**src/rtl/tic_tac_toe_nxn.sv**
```systemverilog
// tic_tac_toe_nxn: N x N player (X) vs computer (O) controller with move validation and win/draw detection.
// Define MOVE_TIMEOUT_EN to give each move a TIMEOUT-cycle limit after which the idle side loses.
module tic_tac_toe_nxn #(
    parameter int N = 3,
    parameter int POS_W = $clog2(N*N+1),
    parameter int TIMEOUT = 64
) (
    input  logic                       clk,
    input  logic                       rst,
    input  logic                       play,
    input  logic [POS_W-1:0]           player_pos,
    input  logic                       player_vld,
    input  logic [POS_W-1:0]           comp_pos,
    input  logic                       comp_vld,
    output logic [2*N*N-1:0]           board,
    output logic                       turn,
    output logic                       game_over,
    output logic [1:0]                 winner,
    output logic                       illegal,
    output logic [$clog2(N*N+1)-1:0]   move_cnt
);
    localparam int CELLS = N*N;
    localparam int CW = $clog2(CELLS+1);
    typedef enum logic [2:0] {IDLE, P_MOVE, P_CHECK, C_MOVE, C_CHECK, DONE} state_t;
    state_t state, state_d;
    logic [2*CELLS-1:0] board_d;
    logic [1:0] winner_d;
    logic [CW-1:0] cnt_d;
    logic turn_d, over_d, illegal_d, p_ok, c_ok, win;
`ifdef MOVE_TIMEOUT_EN
    localparam int TW = $clog2(TIMEOUT+1);
    logic [TW-1:0] tcnt, tcnt_d;
`endif
    // Out-of-range positions map to a non-empty code so the range check falls out of the empty check.
    function automatic logic [1:0] cell_at(input logic [2*CELLS-1:0] b, input logic [POS_W-1:0] pos);
        cell_at = 2'b11;
        for (int k = 0; k < CELLS; k++)
            if (int'(pos) == k + 1) cell_at = b[2*k +: 2];
    endfunction
    function automatic logic [2*CELLS-1:0] set_cell(input logic [2*CELLS-1:0] b, input logic [POS_W-1:0] pos, input logic [1:0] m);
        for (int k = 0; k < CELLS; k++)
            if (int'(pos) == k + 1) b[2*k +: 2] = m;
        return b;
    endfunction
    function automatic logic wins(input logic [2*CELLS-1:0] b, input logic [1:0] m);
        logic any, row, col, d0, d1;
        any = 1'b0;
        d0 = 1'b1;
        d1 = 1'b1;
        for (int i = 0; i < N; i++) begin
            row = 1'b1;
            col = 1'b1;
            for (int j = 0; j < N; j++) begin
                row &= b[2*(i*N+j) +: 2] == m;
                col &= b[2*(j*N+i) +: 2] == m;
            end
            any |= row | col;
            d0 &= b[2*(i*N+i) +: 2] == m;
            d1 &= b[2*(i*N+N-1-i) +: 2] == m;
        end
        return any | d0 | d1;
    endfunction
    always_comb begin
        state_d = state;
        board_d = board;
        turn_d = turn;
        winner_d = winner;
        over_d = game_over;
        cnt_d = move_cnt;
`ifdef MOVE_TIMEOUT_EN
        tcnt_d = '0;
`endif
        p_ok = player_vld && cell_at(board, player_pos) == 2'b00;
        c_ok = comp_vld && cell_at(board, comp_pos) == 2'b00;
        win = wins(board, state == P_CHECK ? 2'b01 : 2'b10);
        illegal_d = (player_vld && !(state == P_MOVE && p_ok)) || (comp_vld && !(state == C_MOVE && c_ok));
        case (state)
            IDLE, DONE:
                if (play) begin
                    state_d = P_MOVE;
                    board_d = '0;
                    cnt_d = '0;
                    winner_d = 2'b00;
                    over_d = 1'b0;
                    turn_d = 1'b0;
                end
            P_MOVE:
                if (p_ok) begin
                    board_d = set_cell(board, player_pos, 2'b01);
                    cnt_d = move_cnt + CW'(1);
                    state_d = P_CHECK;
                end
`ifdef MOVE_TIMEOUT_EN
                else if (tcnt == TW'(TIMEOUT-1)) begin
                    state_d = DONE;
                    winner_d = 2'b10;
                    over_d = 1'b1;
                end else tcnt_d = tcnt + TW'(1);
`endif
            C_MOVE:
                if (c_ok) begin
                    board_d = set_cell(board, comp_pos, 2'b10);
                    cnt_d = move_cnt + CW'(1);
                    state_d = C_CHECK;
                end
`ifdef MOVE_TIMEOUT_EN
                else if (tcnt == TW'(TIMEOUT-1)) begin
                    state_d = DONE;
                    winner_d = 2'b01;
                    over_d = 1'b1;
                end else tcnt_d = tcnt + TW'(1);
`endif
            P_CHECK, C_CHECK:
                if (win || move_cnt == CW'(CELLS)) begin
                    state_d = DONE;
                    over_d = 1'b1;
                    winner_d = !win ? 2'b11 : state == P_CHECK ? 2'b01 : 2'b10;
                end else begin
                    state_d = state == P_CHECK ? C_MOVE : P_MOVE;
                    turn_d = !turn;
                end
            default: state_d = IDLE;
        endcase
    end
    always_ff @(posedge clk) begin
        if (rst) begin
            state <= IDLE;
            board <= '0;
            turn <= 1'b0;
            game_over <= 1'b0;
            winner <= 2'b00;
            illegal <= 1'b0;
            move_cnt <= '0;
        end else begin
            state <= state_d;
            board <= board_d;
            turn <= turn_d;
            game_over <= over_d;
            winner <= winner_d;
            illegal <= illegal_d;
            move_cnt <= cnt_d;
        end
    end
`ifdef MOVE_TIMEOUT_EN
    always_ff @(posedge clk) begin
        if (rst) tcnt <= '0;
        else tcnt <= tcnt_d;
    end
`endif
endmodule
```
**config.mk**
```make
export PLATFORM = sky130hd
export DESIGN_NAME = tic_tac_toe_nxn
export DESIGN_NICKNAME = d
export VERILOG_FILES = /design/src/rtl/tic_tac_toe_nxn.sv
export SDC_FILE = /design/constraint.sdc
export NUM_CORES = 1
export LEC_CHECK = 0
export ABC_AREA = 1
export CORE_UTILIZATION = 45
export CTS_CLUSTER_DIAMETER = 60
export CTS_CLUSTER_SIZE = 8
export DETAILED_ROUTE_END_ITERATION = 6
export PLACE_DENSITY_LB_ADDON = 0.1
export REMOVE_ABC_BUFFERS = 1
export SLEW_MARGIN = 20
export SYNTH_ARGS = -nofsm -noshare
export SYNTH_HDL_FRONTEND = slang
export SYNTH_SLANG_ARGS = --single-unit
```
**constraint.sdc**
```tcl
create_clock -name clk -period 2.4 [get_ports clk]
set_input_delay 0.48 -clock clk [delete_from_list [all_inputs] [get_ports clk]]
set_output_delay 0.48 -clock clk [all_outputs]
set_load 0.005 [all_outputs]
```
# Word level (Yosys, flattened, before mapping)
# Cells that the tools add are included.
[word_totals]
reg_bits = 30
latchBits = 0
ramBits = 0
romBits = 0
input_bits = 13
output_inout_bits = 27
elab_cells = 186
n_memories = 0
[op_classes]
add_sub_neg = 1
n_mul = 0
div_mod_pow = 0
order_cmp = 0
eq_ne = 56
n_shift = 0
n_mux = 60
bitwise_logic = 23
n_reduce_logical = 31
[ops]
columns = ["operator", "count"]
rows = [
  ["$mux 2", 41],
  ["$mux 18", 3],
  ["$pmux 18 s3", 1],
  ["$reduce_and 6->1", 9],
  ["$eq 4x4->1 const B", 13],
  ["$ne 2x1->1 const B", 17],
  ["$eq 2x2->1", 9],
  ["$and 1x1->1", 16],
  ["$eq 4x3->1 const B", 4],
  ["$mux 3", 4],
  ["$mux 4", 3],
  ["$ne 2x2->1 const B", 6],
  ["$pmux 3 s4", 1],
  ["$pmux 4 s3", 1],
  ["$reduce_and 3->1", 3],
  ["$eq 4x2->1 const B", 2],
  ["$or 1x1->1", 7],
  ["$eq 3x2->1 const B", 2],
  ["$eq 3x3->1 const B", 2],
  ["$logic_and 1x1->1", 6],
  ["$add 4x1->4 const B", 1],
  ["$logic_not 2->1", 2],
  ["$pmux 1 s2", 2],
  ["$pmux 2 s2", 1],
  ["9 further kinds", 15],
]

# Longest topological paths before layout
# Gate-level depths: netlist of the first run.
[depth]
word_depth = 16
mapped_depth = 18
mapped_depth_nobuf = 18

# Least setup slack after synthesis of the first run
# Ideal clock, no wire load.
[synth_path]
kind = "input to register"
startpoint = "input port comp_pos[2]"
endpoint = "register board[1]"
setup_time_ns = 0.115
t_arrival_ns = 1.750
path_slack_ns = 0.535
path_stages = 17
n_path_buf = 1
cell_sequence = "nor2_2 > nand3_2 > inv_1 > nand2_1 > nand2_1 > nand3_1 > nand2_1 > nand2_1 > nand2_1 > nand2_1 > nand2_2 > nand2_4 > nand2_4 > nor2_4 > buf_6 > a21oi_1 > nor2_1"
[synth_via]
elab_chain_len = 14
word_cells_on_any_way = 23
classes_between = "eq/ne: 11; mux: 9; reduce/logical: 3"
[synth_lines]
columns = ["element", "line_no", "text"]
rows = [
  ["from (decl)", "13", "input logic [POS_W-1:0] comp_pos,"],
  ["$eq 4x2->1", "38, 42", ""],
  ["$mux 2 (9 in a row)", "38", "if (int'(pos) == k + 1) cell_at = b[2*k +: 2];"],
  ["$logic_not 2->1", "74", "c_ok = comp_vld && cell_at(board, comp_pos) == 2'b00;"],
  ["$logic_and 1x1->1", "74", ""],
  ["$ne 2x2->1 (no line)", "n/a", ""],
  ["$reduce_and 6->1 (no line) *", "n/a", ""],
  ["to (signal assigned)", "136", "board <= board_d;"],
  ["to (decl)", "15", "output logic [2*N*N-1:0] board,"],
]
# Mark *: on every way between the ends. The rest lies on a longest branch, timed or not.
# A chain may end at the register's enable or synchronous reset.

# Worst setup path in the final report of the first run
[layout_path]
startpoint = "register state[0]"
endpoint = "register board[11]"
[layout_via]
elab_chain_len = 4
word_cells_on_any_way = 13
classes_between = "eq/ne: 8; mux: 1; reduce/logical: 4"
[layout_lines]
columns = ["element", "line_no", "text"]
rows = [
  ["from (decl)", "25", "state_t state, state_d;"],
  ["from (signal assigned)", "135", "state <= state_d;"],
  ["$eq 3x3->1 or $logic_not 3->1 (tied branches)", "77", "case (state)"],
  ["$reduce_or 2->1", "77", ""],
  ["$ne 2x2->1 (no line) or $reduce_bool 3->1 (tied branches)", "n/a", ""],
  ["$reduce_and 6->1 (no line)", "n/a", ""],
]
# Parallel ways exist; a longest one is shown, timed or not.

==> results.tsv, run 1 <==
stage	metric	value	unit
status	status	completed	
floorplan	die height	73.22	um
global_routing	initial antenna violation count	0	
floorplan	Row Count	25	
global_routing	GRT Total Usage	26.58	%
synthesis	average size of a mapped cell	5.897	um2
drt	Iter 0 DRT Violations	210	
global_routing	GRT overflow	0	
drt	ANT nets after route	0	
cells_and_area	Area growth syn-to-layout	42.71	%
placement	IO buf count	39	
power_and_ir_drop	Final Power	3.571	mW
job	MaxCap Viol Count	0	
power_and_ir_drop	net switching fraction of the power	47.33	%
timing	Tightest Pin Transition	0.5792	ns
placement	Final HPWL DP	5.178	mm
timing	Final min period	2.154	ns
setup_path	reg2reg start	state[0]$_SDFFE_PP0P_	
cells_and_area	ant diodes	0	
floorplan	initial core utilization	47.69	%
cells_and_area	Nets	485	
synthesis	asr flop ratio synth	0	%
setup_path	critical path class	flip-flop to flip-flop	
setup_path	CP required	2.58	ns
clock_tree	CTS Sinks	30	
cells_and_area	layout cells sized above 1	19.32	%
power_and_ir_drop	Cell Pwr Density	1096	nW/um2
drt	via density per instance	5.024	
power_and_ir_drop	Comb pwr share	67.0	%
global_routing	largest net degree at the start of global routing	20	
floorplan	die area	5360	um2
clock_tree	clk_lat worst skew	0.29	ns
placement	DP Worst Slack	-0.2633	ns
clock_tree	clock root buffer	clkbuf_8	
drt	DRT Pass-1 Iters	5	
power_and_ir_drop	switching power	1.690	mW
drt	# DRC	0	
timing	RSZ-0062 raised after global routing	no	
power_and_ir_drop	Leakage	1.541	nW
cells_and_area	final-layout fill cell count	469	
placement	post-place instance area	3027	um2
timing	Final Max Tran Viols	0	
timing	Highest Clock Rate	0.4643	GHz
synthesis	Yosys reg bits	30	
setup_path	CP Launch Point	state[0]$_SDFFE_PP0P_	
synthesis	top_reg_cell synth	dfxtp_1	
floorplan	Die W	73.22	um
setup_path	Worst EP arrival	2.33	ns
global_routing	vias in the first global route	2331	
worst_hold_path	hold_sp	game_over$_SDFFE_PP0P_	
synthesis	Synth Instances	387	
power_and_ir_drop	sequential share of power	21.1	%
power_and_ir_drop	Clock Power Share	12.0	%
clock_tree	Clock Path Buffers	2	
floorplan	IO Count	40	
drt	final WL	6.869	mm
clock_tree	Reg clk slew, reported paths	0.06	ns
worst_hold_path	Hold Crit Class	flip-flop to flip-flop	
cells_and_area	final instance area	3257	um2
floorplan	Core ar.	4786	um2
timing	final period utilization	89.74	%
synthesis	Synth Cell Area	2282	um2
clock_tree	CTS H-tree lvls	2	
timing	final setup margin	0.2461	ns
synthesis	post-synthesis sequential area ratio	26.32	%
global_routing	first-pass GRT wire length	10.85	mm
drt	Vias	2703	
timing	worst rel slew slack	61.15	%
synthesis	Cell variety after synth	34	
timing	Setup Viol. Count Final	0	
timing	Final Skew	0.004595	ns
clock_tree	CTS tree	built	
power_and_ir_drop	Peak VDD IR	0.8431	mV
timing	Final Hold Violating Endpoints	0	
placement	Inst Count DP	526	
placement	final RePlAce weighted congestion	0.9320	
clock_tree	Num CTS Buffers	5	
drt	WL/cell	12.77	um
synthesis	Post-synth EDFFs	0	
clock_tree	hold buffer count at cts	0	
setup_path	CP Launch Type	flip-flop	
setup_path	CP Capture Type	flip-flop	
power_and_ir_drop	Internal	1.881	mW
setup_path	Max FO, Critical Path	17	
cells_and_area	final instance count without filler cells	538	
synthesis	yosys warns	0	
## flip-flops by register name, summed over array words and instances, names as in the netlist
| name | count |
|---|---|
| board | 18 |
| move_cnt | 4 |
| state | 3 |
| winner | 2 |
| game_over | 1 |
| illegal | 1 |
| turn | 1 |
## synthesized netlist by cell type (2+ instances only)
library cell	number	area share [%]
or2_1	2	0.55
o21ai_1	2	0.44
o21bai_1	2	0.66
nor2_1	58	9.5
clkinv_1	2	0.33
dfxtp_1	30	26
inv_1	48	7.9
nand3_1	49	11
nand4_1	3	0.82
nor3_2	6	2.6
nor2_4	2	0.99
nor2_2	5	1.4
nand2_2	2	0.55
buf_2	2	0.44
nand2_4	3	1.5
a21oi_1	20	4.4
nor3_1	9	2.0
inv_2	3	0.49
buf_6	4	2.0
nand2_1	102	17
ha_1	2	1.1
nand3_2	3	1.3
o21ai_0	17	3.7
## routing by layer
metal / vias to the layer above / GRT usage, % / routed length [um]
li1: 1398 / - / -
met1: 1207 / 36.36 / 3206
met2: 84 / 42.49 / 3107
met3: 14 / 4.144 / 462
met4: 0 / 8.715 / 93
met5: - / 0 / 0
## worst max-delay path: stages, from the launching register on
cell     delay [ns]
dfxtp_1        0.35
inv_1          0.09
nor2_1         0.24
inv_1          0.18
nor2_4         0.21
inv_1          0.31
or2_1          0.32
nand2_1        0.11
nor3_2         0.06
nor2_1         0.11
nor2_1         0.06
## power groups by stage
stage | clock (mW) | sequential, mW | combinational, mW
6_report | 0.428 | 0.752 | 2.39
5_1_grt | 0.451 | 0.769 | 2.64
4_1_cts | 0.430 | 0.750 | 2.25
3_5_place_dp | 0 | 0.759 | 2.24
3_3_place_gp | 0 | 0.755 | 2.20
2_1_floorplan | 0 | 0.743 | 1.39
## placed cells by master, fill, tap and decap left out, types with 2 or more instances in the layout
cell and count:
a21oi_1 20, buf_12 2, buf_4 43, clkbuf_8 6
clkdlybuf4s50_1 31, clkinv_1 2, dfxtp_1 30, dlymetal6s2s_1 8
ha_1 2, inv_1 46, inv_2 4, nand2_1 101
nand2_2 3, nand2_4 3, nand3_1 48, nand3_2 3
nand4_1 3, nor2_1 55, nor2_2 4, nor2_4 6
nor3_1 5, nor3_2 9, o21ai_0 17, o21ai_1 2
o21bai_1 2, or2_1 2
## timing repair
item                                    4_1_cts  5_1_grt
resized for setup                             0       26
endpoints found under the setup margin        0       27
hold endpoints to repair                      0        0
buffers inserted                              0        3
## path summary, 6_finish.rpt
kind                                          endpoint  slack (ns)  depth (start not counted)
worst max-delay path            board[11]$_SDFFE_PP0P_        0.25                         10
worst min-delay path            game_over$_SDFFE_PP0P_        0.46                          2
worst max register to register  board[11]$_SDFFE_PP0P_        0.25                         10
worst min register to register  game_over$_SDFFE_PP0P_        0.46                          2
## area by class of cell
type | count | area, um2 | share of cell area, %
well taps | 67 | 83.83 | 2.574
multi-input cells | 295 | 1481 | 45.49
inverters | 53 | 201.4 | 6.185
flip-flops and latches | 30 | 600.6 | 18.44
clock inverters | 1 | 5.005 | 0.1537
repair buffers | 85 | 798.3 | 24.51
clock buffers | 7 | 86.33 | 2.651
## per-stage QoR
stage          TNS (ns)  hold WS [ns]  util (%)
2_1_floorplan         0        0.4465         -
3_3_place_gp     -5.232        0.4495     63.24
3_5_place_dp     -5.050        0.4492     63.24
4_1_cts               0        0.4586     65.15
5_1_grt               0        0.4798     68.05
6_report              0        0.4558     68.05
## cell families (layout without fill, tap and decap cells)
family	Yosys count	in the layout	synth area share [%]
adder cells (fa/ha/maj)	2	2	1.096
AND/OR/NAND/NOR	247	247	49.84
XOR/XNOR	1	1	0.3838
buffers and inverters	62	146	11.79
AO/OA/AOI/OAI	45	45	10.58
flip-flops	30	30	26.32
Power figures use the tool's default switching activity.
==> inputs of run 2 (changes only) <==
Settings changed: SKIP_CTS_REPAIR_TIMING set to 1.
==> results of run 2 <==
No change in the layout: final DEF, timing and power equal those of run 1.
